==> src/rtl/filter_8b_8tap_pkg.sv <==
// Shared constants, state type and shift/add multiply helper for the
// 8-bit, 8-tap streaming FIR front end.
package filter_8b_8tap_pkg;

  localparam int TAPS     = 8;
  localparam int SAMPLE_W = 8;
  localparam int ACC_W    = 14;
  localparam int IDX_W    = 3;
  localparam int CNT_W    = 4;
  localparam int COEFF_W  = 4;

  localparam logic [COEFF_W-1:0] COEFF [TAPS] = '{
    4'd1, 4'd2, 4'd3, 4'd4, 4'd5, 4'd6, 4'd7, 4'd8
  };

  typedef enum logic [1:0] {
    IDLE = 2'd0,
    CALC = 2'd1,
    OUT  = 2'd2
  } state_e;

  // Coefficients are at most 4 bits, so the product is a sum of up to four
  // shifted copies of the sample.
  function automatic logic [ACC_W-1:0] shift_add_mul(
    input logic [SAMPLE_W-1:0] s,
    input logic [COEFF_W-1:0]  c
  );
    logic [ACC_W-1:0] p;
    logic [ACC_W-1:0] ext;
    p   = '0;
    ext = ACC_W'(s);
    for (int b = 0; b < COEFF_W; b++) begin
      if (c[b]) p = p + (ext << b);
    end
    return p;
  endfunction

endpackage

==> src/rtl/filter_8b_8tap_stream_if.sv <==
// Sample-in / result-out handshake bundle. slave is the filter side,
// master is the source/consumer side.
interface filter_8b_8tap_stream_if #(
  parameter int OUT_W = 12
);
  import filter_8b_8tap_pkg::*;

  logic                       s_valid;
  logic                       s_ready;
  logic [SAMPLE_W-1:0]        s_data;
  logic                       m_valid;
  logic                       m_ready;
  logic [OUT_W-1:0]           m_data;
  logic [TAPS*SAMPLE_W-1:0]   m_window;
  logic                       m_primed;

  modport master (
    output s_valid, s_data, m_ready,
    input  s_ready, m_valid, m_data, m_window, m_primed
  );

  modport slave (
    input  s_valid, s_data, m_ready,
    output s_ready, m_valid, m_data, m_window, m_primed
  );

endinterface

==> src/rtl/filter_8b_8tap_window.sv <==
// 8-deep sample shift register (tap[0] newest) plus a fill counter that
// saturates at TAPS to flag a primed window.
module filter_8b_8tap_window
  import filter_8b_8tap_pkg::*;
(
  input  logic                     clk,
  input  logic                     rst,
  input  logic                     shift_en_i,
  input  logic [SAMPLE_W-1:0]      sample_i,
  output logic [TAPS*SAMPLE_W-1:0] window_o,
  output logic                     primed_o
);

  logic [TAPS-1:0][SAMPLE_W-1:0] tap_q;
  logic [CNT_W-1:0]              cnt_q;

  for (genvar t = 0; t < TAPS; t++) begin : g_tap
    if (t == 0) begin : g_head
      always_ff @(posedge clk) begin
        if (rst)             tap_q[t] <= '0;
        else if (shift_en_i) tap_q[t] <= sample_i;
      end
    end else begin : g_body
      always_ff @(posedge clk) begin
        if (rst)             tap_q[t] <= '0;
        else if (shift_en_i) tap_q[t] <= tap_q[t-1];
      end
    end
  end

  always_ff @(posedge clk) begin
    if (rst)
      cnt_q <= '0;
    else if (shift_en_i && (cnt_q != CNT_W'(TAPS)))
      cnt_q <= cnt_q + 1'b1;
  end

  assign window_o = tap_q;
  assign primed_o = (cnt_q == CNT_W'(TAPS));

endmodule

==> src/rtl/filter_8b_8tap_stream.sv <==
// Streaming 8-tap FIR: one sample per handshake, sequential 8-cycle
// shift/add MAC, result held on a valid/ready output.
// Define FILTER_8B_8TAP_STREAM_SAT_EN to saturate m_data instead of wrapping.
module filter_8b_8tap_stream
  import filter_8b_8tap_pkg::*;
#(
  parameter int OUT_W = 12
) (
  input  logic                    clk,
  input  logic                    rst,
  filter_8b_8tap_stream_if.slave  io
);

  state_e                        state_q, state_d;
  logic [IDX_W-1:0]              idx_q, idx_d;
  logic [ACC_W-1:0]              acc_q, acc_d;
  logic [OUT_W-1:0]              data_q, data_d;
  logic [ACC_W-1:0]              sum;
  logic [OUT_W-1:0]              res;
  logic                          shift_en;
  logic                          ready;
  logic [TAPS-1:0][SAMPLE_W-1:0] win;

  filter_8b_8tap_window u_window (
    .clk        (clk),
    .rst        (rst),
    .shift_en_i (shift_en),
    .sample_i   (io.s_data),
    .window_o   (win),
    .primed_o   (io.m_primed)
  );

  assign sum = acc_q + shift_add_mul(win[idx_q], COEFF[idx_q]);

`ifdef FILTER_8B_8TAP_STREAM_SAT_EN
  localparam logic [ACC_W-1:0] OUT_MAX = ACC_W'((1 << OUT_W) - 1);
  assign res = (sum > OUT_MAX) ? OUT_MAX[OUT_W-1:0] : sum[OUT_W-1:0];
`else
  assign res = sum[OUT_W-1:0];
`endif

  always_comb begin
    state_d  = state_q;
    idx_d    = idx_q;
    acc_d    = acc_q;
    data_d   = data_q;
    shift_en = 1'b0;
    ready    = 1'b0;
    case (state_q)
      IDLE: begin
        // rst gates ready so nothing is offered while reset is held
        ready = ~rst;
        if (io.s_valid && ready) begin
          shift_en = 1'b1;
          acc_d    = '0;
          idx_d    = '0;
          state_d  = CALC;
        end
      end
      CALC: begin
        acc_d = sum;
        idx_d = idx_q + 1'b1;
        if (idx_q == IDX_W'(TAPS - 1)) begin
          data_d  = res;
          state_d = OUT;
        end
      end
      OUT: begin
        if (io.m_ready) state_d = IDLE;
      end
      default: state_d = IDLE;
    endcase
  end

  always_ff @(posedge clk) begin
    if (rst) begin
      state_q <= IDLE;
      idx_q   <= '0;
      acc_q   <= '0;
      data_q  <= '0;
    end else begin
      state_q <= state_d;
      idx_q   <= idx_d;
      acc_q   <= acc_d;
      data_q  <= data_d;
    end
  end

  assign io.s_ready  = ready;
  assign io.m_valid  = (state_q == OUT);
  assign io.m_data   = data_q;
  assign io.m_window = win;

endmodule

==> src/flat_wrapper.sv <==
// flat-port wrapper written by rule: the top's interface ports become plain ports
module filter_8b_8tap_stream_flat import filter_8b_8tap_pkg::*;
#(
  parameter int OUT_W = 12
)
  (clk, rst, io_s_valid, io_s_data, io_m_ready, io_s_ready, io_m_valid, io_m_data, io_m_window, io_m_primed);
  filter_8b_8tap_stream_if #(.OUT_W(OUT_W)) io_i ();
  input  logic clk;
  input  logic rst;
  input wire logic [$bits(io_i.s_valid)-1:0] io_s_valid;
  input wire logic [$bits(io_i.s_data)-1:0] io_s_data;
  input wire logic [$bits(io_i.m_ready)-1:0] io_m_ready;
  output wire logic [$bits(io_i.s_ready)-1:0] io_s_ready;
  output wire logic [$bits(io_i.m_valid)-1:0] io_m_valid;
  output wire logic [$bits(io_i.m_data)-1:0] io_m_data;
  output wire logic [$bits(io_i.m_window)-1:0] io_m_window;
  output wire logic [$bits(io_i.m_primed)-1:0] io_m_primed;
  assign io_i.s_valid = io_s_valid;
  assign io_i.s_data = io_s_data;
  assign io_i.m_ready = io_m_ready;
  assign io_s_ready = io_i.s_ready;
  assign io_m_valid = io_i.m_valid;
  assign io_m_data = io_i.m_data;
  assign io_m_window = io_i.m_window;
  assign io_m_primed = io_i.m_primed;
  filter_8b_8tap_stream #(.OUT_W(OUT_W)) u_core (.clk(clk), .rst(rst), .io(io_i));
endmodule
==> config.mk <==
export PLATFORM = sky130hd
export DESIGN_NAME = filter_8b_8tap_stream_flat
export DESIGN_NICKNAME = d
export VERILOG_FILES = /design/src/rtl/filter_8b_8tap_pkg.sv /design/src/rtl/filter_8b_8tap_stream_if.sv /design/src/rtl/filter_8b_8tap_window.sv /design/src/rtl/filter_8b_8tap_stream.sv /design/src/flat_wrapper.sv
export SDC_FILE = /design/constraint.sdc
export NUM_CORES = 1
export LEC_CHECK = 0
export BUFFER_PORTS_ARGS = -buffer_cell sky130_fd_sc_hd__buf_2
export CORE_MARGIN = 1
export CORE_UTILIZATION = 62
export DETAILED_ROUTE_END_ITERATION = 10
export PLACE_DENSITY = 0.83
export SLEW_MARGIN = 40
export SYNTH_ARGS = -nofsm -noshare
export SYNTH_HDL_FRONTEND = slang
export SYNTH_HIERARCHICAL = 1
export SYNTH_SLANG_ARGS = --single-unit
==> constraint.sdc <==
create_clock -name clk -period 19.6 [get_ports clk]
set_clock_uncertainty 0.05 [all_clocks]
set_input_delay 0.98 -clock clk [delete_from_list [all_inputs] [get_ports clk]]
set_output_delay 0.98 -clock clk [all_outputs]
set_load 0.05 [all_outputs]
* After elaboration in Yosys (flattened, before gate mapping) *
Memories as Yosys holds them, arrays and structs flattened.
Cells that the tools add are included.

storage, ports and cells
  flip-flop bits (word level) = 99
  ROM bits = 32
  input port bits = 12
  output and inout port bits = 79
  logic and storage cells = 58
  memories kept = 1

cells by class
  add/subtract/negate cells = 6
  $lt $le $gt $ge = 2
  eq/ne operators = 8
  mux-type cells = 19
  bitwise operators = 2
  reduce and logical (&&, ||, !) cells = 7

memories
  memory           depth  bits a word  read ports  clocked after memory_dff  wr ports  line                         RTL
  (no name shown)  8      4            1           0                         0         filter_8b_8tap_stream.sv:33  assign sum = acc_q + shift_add_mul(win[idx_q], COEFF[idx_q]);

operators by type and width
  kind                   count
  $mux W14               4
  $pmux W14 S2           1
  $bmux W8 S3            1
  $mux W8                2
  $add A14 B10 Y14       1
  $add A14 B11 Y14       1
  $add A14 B14 Y14       1
  $add A14 B9 Y14        1
  $mux W4                2
  $mux W2                3
  $pmux W2 S3            1
  $pmux W3 S2            1
  $add A4 B1 Y4 const B  1
  $eq A4 B4 Y1 const B   1
  $ge A4 B4 Y1 const B   1
  $lt A3 B4 Y1 const B   1
  $ne A2 B1 Y1 const B   2
  $ne A4 B4 Y1 const B   1
  $not A3 Y4             1
  $reduce_and A2 Y1      2
  $add A3 B1 Y3 const B  1
  $eq A3 B3 Y1 const B   1
  $mux W1                3
  $mux W3                1
  other kinds (8)        9

* Longest topological paths before layout *
  depth after elaboration = 13
  mapped depth = 35
  depth with buffers taken out = 33

* By module *
Netlist, hierarchy kept.

modules (own cells, without submodules)
  module                 times used  cells each  area an instance (um2)  sequential area each (um2)
  filter_8b_8tap_stream  1           402         3344.5                  580.6
  filter_8b_8tap_window  1           231         2493.6                  1361.3

* Worst setup path after synthesis *
No wires, ideal clock.

  kind = reg-to-reg
  start = register u_core.idx_q[0]
  end = register u_core.data_q[11], in the netlist u_core/io.m_data[11]
  library setup time = 0.133 ns
  arrival = 7.553 ns
  data required time = 19.417 ns
  setup slack = 11.864 ns
  stages on the path, launching flop included = 32
  buffers on the path = 4
  period minus slack after synthesis = 7.736 ns
  path through = dfxtp_1 buf_6 buf_1 clkbuf_1 mux4_2 mux2_2 ha_1 ha_1 inv_1 a21oi_1 o211a_1 or3_1 a31oi_1 inv_1 ha_1 clkbuf_1 nand2_1 nor2_1 a311o_1 a221o_1 xor2_1 mux2_2 ha_1 and2_1 a221o_1 nor4b_1 or3_1 ha_1 o41ai_1 xor2_1 xnor2_1 a211oi_1

on the way
  cells in the longest elaborated chain, start to end = 12
  elaborated cells on any way between the ends = 16
  classes of those cells = 4 x add/sub; 1 x eq/ne; 8 x mux; 1 x bitwise; 1 x reduce/logical; 1 x memory

RTL lines
  what                                         line                         RTL
  from (decl)                                  filter_8b_8tap_stream.sv:15  logic [IDX_W-1:0] idx_q, idx_d;
  from (signal assigned)                       filter_8b_8tap_stream.sv:83  idx_q <= idx_d;
  $not A3 Y4 (implied by the code)             filter_8b_8tap_stream.sv:33
  $mem_v2 Z8 W4                                n/a
  $mux W4 (implied by the code) (2 in series)  filter_8b_8tap_stream.sv:33
  $mux W8                                      filter_8b_8tap_pkg.sv:33     if (c[b]) p = p + (ext << b);
  $add A14 B9 Y14                              filter_8b_8tap_pkg.sv:33
  $mux W14                                     filter_8b_8tap_pkg.sv:33
  $add A14 B10 Y14                             filter_8b_8tap_pkg.sv:33
  $mux W14                                     filter_8b_8tap_pkg.sv:33
  $add A14 B11 Y14                             filter_8b_8tap_pkg.sv:33
  $mux W14                                     filter_8b_8tap_pkg.sv:33
  $add A14 B14 Y14                             filter_8b_8tap_stream.sv:33
  to (signal assigned)                         filter_8b_8tap_stream.sv:85  data_q <= data_d;
  to (decl)                                    filter_8b_8tap_stream.sv:17  logic [OUT_W-1:0] data_q, data_d;

Several ways; a longest one is shown, not always the timed one. The select of a mux whose other input is x is not followed.
A chain may end at the register's enable or synchronous reset.

* Worst setup path in the final report *
  start = register u_core.idx_q[0]
  end = register u_core.acc_q[11]

on the way
  cells in the longest elaborated chain, start to end = 13
  elaborated cells on any way between the ends = 15
  classes of those cells = 4 x add/sub; 9 x mux; 1 x bitwise; 1 x memory

RTL lines
  what                                         line                         RTL
  $not A3 Y4 (implied by the code)             filter_8b_8tap_stream.sv:33
  $mem_v2 Z8 W4                                n/a
  $mux W4 (implied by the code) (2 in series)  filter_8b_8tap_stream.sv:33
  $mux W8                                      filter_8b_8tap_pkg.sv:33
  $add A14 B9 Y14                              filter_8b_8tap_pkg.sv:33
  $mux W14                                     filter_8b_8tap_pkg.sv:33
  $add A14 B10 Y14                             filter_8b_8tap_pkg.sv:33
  $mux W14                                     filter_8b_8tap_pkg.sv:33
  $add A14 B11 Y14                             filter_8b_8tap_pkg.sv:33
  $mux W14 *                                   filter_8b_8tap_pkg.sv:33
  $add A14 B14 Y14 *                           filter_8b_8tap_stream.sv:33
  $pmux W14 S2 *                               filter_8b_8tap_stream.sv:49  case (state_q)
  to (signal assigned)                         filter_8b_8tap_stream.sv:79  acc_q <= '0;
  to (signal assigned)                         filter_8b_8tap_stream.sv:84  acc_q <= acc_d;
  to (decl)                                    filter_8b_8tap_stream.sv:16  logic [ACC_W-1:0] acc_q, acc_d;

Every way passes the cells marked *; elsewhere a longest branch is shown, timed or not. The select of a mux whose other input is x is not followed.

==> out/qor_table.md <==
| Metric | Reported | Unit |
| --- | --- | --- |
| Library cell contributing the largest single delay on the critical path | mux4_2 | - |
| Post-synthesis cell count | 633 | - |
| Num Clock Sinks | 97 | - |
| Proportion of netlist area held by the largest area contributor | 33.3 | % |
| Number of I/O port buffers | 90 | - |
| Count of distinct cell types in the synthesized netlist | 63 | - |
| Root buf cell | clkbuf_8 | - |
| Wire length of the first global-routing pass | 22600 | um |
| Headroom to the max-slew limit | 44.2 | % |
| Die boundary width | 99.0 | um |
| Maximum number of buffers from clock root to sink | 2 | - |
| Area occupied by multi-input gates | 3630 | um^2 |
| Storage cell area | 1940 | um^2 |
| Final cell area excluding filler cells | 6490 | um^2 |
| Critical Path Start Type | flip-flop | - |
| Adder-cell share of the synthesized area | 9.17 | % |
| Via count of the first global-routing pass | 4620 | - |
| Growth of design area from synthesis to finish | 11.2 | % |
| Mapped cell area | 5840 | um^2 |
| Overall overflow remaining after global route | 0 | - |
| Synth Warn # | 6 | - |
| Layout filler cell count | 697 | - |
| CP Capture Type | flip-flop | - |
| TritonCTS clock tree | built | - |
| Clock latency reported for the late side of the worst-skew pair | 0.38 | ns |
| Pwr dens | 59.5 | nW/um^2 |
| Sequential area share after synthesis | 33.3 | % |
| Maximum number of pins on one net before global-route repair | 100 | - |
| Combinational family with the most area after synthesis | multiplexers | - |
| Detailed-route via count | 4844 | - |
| Combinational share of power | 12.9 | % |
| Clock slew seen by the registers of the worst setup and hold paths | 0.11 | ns |
| Die extent in y | 99.0 | um |
| Leak | 2.85 | nW |
| Number of antenna violations at the first check in global routing | 0 | - |
| Path type of the worst min-delay path | flip-flop to flip-flop | - |
| Routed wire per std cell | 16.5 | um |
| Highest net fanout along the worst path | 29 | - |
| P_int | 0.000269 | W |
| DRC marker count from the first detailed-route iteration | 394 | - |
| Routed wire length | 13500 | um |
| Count of nets left with antenna violations after detail routing | 0 | - |
| Clock buffers created by TritonCTS | 9 | - |
| Switching Fraction | 30.4 | % |
| Proportion of layout cells with a drive suffix above 1 | 21.8 | % |
| Xor-xnor portion of the synthesized cell area | 4.80 | % |
| Weighted congestion at the end of routability-driven global placement | 0.869 | - |
| Crit Path Category | flip-flop to flip-flop | - |
| RSZ-0062 raised after global routing | false | - |
| Yosys reg bits | 97 | - |
| Fraction of synthesis flops using an asynchronous set or reset pin | 0 | % |
| Mux contribution to synthesized area | 21.0 | % |
| Maximum level of the CTS H-tree | 3 | - |
| Max-cap violations | 0 | - |
| Leading cell types by total area after synthesis | dfxtp_1 (33%), mux2i_1 (12%), ha_1 (8.1%) | - |
| Timing-limited maximum frequency | 123 | MHz |
| Finish-stage setup viols | 0 | - |
| Count of hold buffers inserted by post-cts repair | 0 | - |
| Final Hold Vio Count | 0 | - |
| Cell mode on critical path | ha_1 | - |
| Fraction of the mapped netlist area in compound gates | 12.0 | % |
| Total Neg Setup Slack | 0 | ns |
| Register-to-register setup slack | 11.47 | ns |
| Final critical-path required period | 8.13 | ns |
| Library cell with the highest instance count after synthesis | nor2_1 | - |
| Area share of and/or/nand/nor cells after synthesis | 14.9 | % |
| Effective utilization at floorplan | 63.5 | % |
| Dominant synthesized flop cell | dfxtp_1 | - |
| Number of pins with negative max-slew slack in the final report | 0 | - |
| Worst supply voltage drop on vdd | 59.7 | uV |
| Drt pass-1 iters | 6 | - |
| Cell type contributing the most total cell area after synthesis | dfxtp_1 | - |
| Proportion of power drawn by the clock network | 34.9 | % |
| Sequential power share | 52.2 | % |
| GR Util All Layers | 28.8 | % |
| Required time at the endpoint of the critical path | 19.82 | ns |
| Number of nets in the synthesized netlist | 686 | - |
| Placeable core region | 9200 | um^2 |
| Number of buffers added for setup after CTS | 0 | - |
| Avg Cell Area, Syn | 9.22 | um^2 |
| Number of I/O pins | 91 | - |
| Per-cell via count in the routed design | 5.92 | - |
| Std cell rows | 35 | - |
| Final Net Count | 755 | - |
| Share of the cycle needed by the critical path after routing | 41.5 | % |
| Psw | 0.000117 | W |
| CTS-repair resized insts | 0 | - |
| Ant diodes | 0 | - |
| Standard cell area after detailed placement | 6280 | um^2 |
| Residual DRC count | 0 | - |
| Run status | complete, no violations | - |
| Die area | 9810 | um^2 |
| Number of enable flip-flop cells after synthesis | 0 | - |
| Detailed placer's ending HPWL | 9690 | um |
| Measured slew at the worst slew-check pin | 0.836 | ns |
| Commonest cells post-synth | nor2_1 (103), dfxtp_1 (97), mux2i_1 (68) | - |
| Data arrival time of the worst path | 8.35 | ns |
| CP max stage delay | 0.60 | ns |
## critical path, delay by kind of cell, from the launching register on
kind / cells / cell delay, ns
AOI/OAI and AO/OA: 8 / 2.39
muxes: 3 / 1.32
and+or+nand+nor: 7 / 1.24
adders and majority gates: 4 / 1.21
buffers and inverters: 3 / 0.70
xor gates and xnor gates: 4 / 0.67
DFF: 1 / 0.45
## power by group through the flow
stage | clock network, W | logic [W] | registers, W
2_1_floorplan | 0 | 0.0000382 | 0.000208
3_3_place_gp | 0 | 0.0000475 | 0.000206
3_5_place_dp | 0 | 0.0000491 | 0.000206
4_1_cts | 0.000137 | 0.0000493 | 0.000202
5_1_grt | 0.000145 | 0.0000543 | 0.000202
6_report | 0.000135 | 0.0000497 | 0.000202
## logic make-up (layout without fill, tap and decap cells)
kind of cell,count (synthesis),in the layout
buffers and inverters,59,133
AO/OA/AOI/OAI,104,104
flip-flops,97,97
adder cells (fa/ha/maj),41,41
XOR/XNOR,32,32
multiplexers,98,98
AND/OR/NAND/NOR,202,202
## registers in the layout, indices dropped and copies added, names as in the netlist
| name | cells |
|---|---|
| u_core/u_window/window_o | 64 |
| u_core/acc_q | 12 |
| u_core/io.m_data | 12 |
| u_core/u_window/cnt_q | 4 |
| u_core/idx_q | 3 |
| u_core/state_q | 2 |
## final timing paths
check	from	end	depth (start not counted)
hold / removal	u_core/io.m_data[8]	u_core/io.m_data[8]	2
setup reg to reg	u_core/idx_q[0]	u_core/acc_q[11]	29
setup / recovery	u_core/idx_q[0]	u_core/acc_q[11]	29
hold reg to reg	u_core/io.m_data[8]	u_core/io.m_data[8]	2
## per-layer routing
| metal | GRT usage (%) | share of wire [%] | up-vias |
|---|---|---|---|
| met5 | 0 | 0 | - |
| met2 | 47.0 | 47 | 169 |
| met1 | 39.0 | 46 | 2293 |
| li1 | - | - | 2357 |
| met3 | 4.96 | 5.5 | 25 |
| met4 | 9.18 | 1.6 | 0 |
## cell usage in the layout, fill, tap and decap left out, types with 3 or more instances in the layout
master and instances:
a221o_1 3, nor3_1 10, and3_1 3, o31ai_1 3, fa_1 3, o21bai_1 6
inv_1 22, mux2i_1 68, xnor2_1 24, a21oi_1 44, o21ai_0 5, clkinv_8 3
nand2_1 53, nand3_1 9, ha_1 38, a211oi_1 4, a22oi_1 6, nor2_1 102
a21o_1 3, buf_2 90, or3_1 3, dfxtp_1 96, clkbuf_8 9, o21ai_1 4
xor2_1 6, and2_1 6, mux4_2 16, mux2_2 11, nand2b_1 4
## through the flow
stage / hold WS (ns) / cells / worst slack, ns / util (%) / power [W]
6_report: 0.410 / 818 / 11.47 / 70.6 / 0.000386
5_1_grt: 0.439 / 818 / 10.88 / 70.6 / 0.000401
4_1_cts: 0.413 / 818 / 11.54 / 70.5 / 0.000387
3_5_place_dp: 0.397 / 802 / 11.63 / 68.2 / 0.000255
3_3_place_gp: 0.393 / 802 / 11.97 / 68.0 / 0.000253
2_1_floorplan: 0.402 / 633 / 11.86 / - / 0.000247
## area by class of cell
cell class,instances,area share (%)
Timing Repair Buffer,93,7.40
Tap cell,111,2.14
Sequential cell,97,29.9
Inverter,24,1.41
Clock inverter,7,1.31
Multi-Input combinational cell,477,55.9
Clock buffer,9,1.91
(Power assumes the default switching activity.)
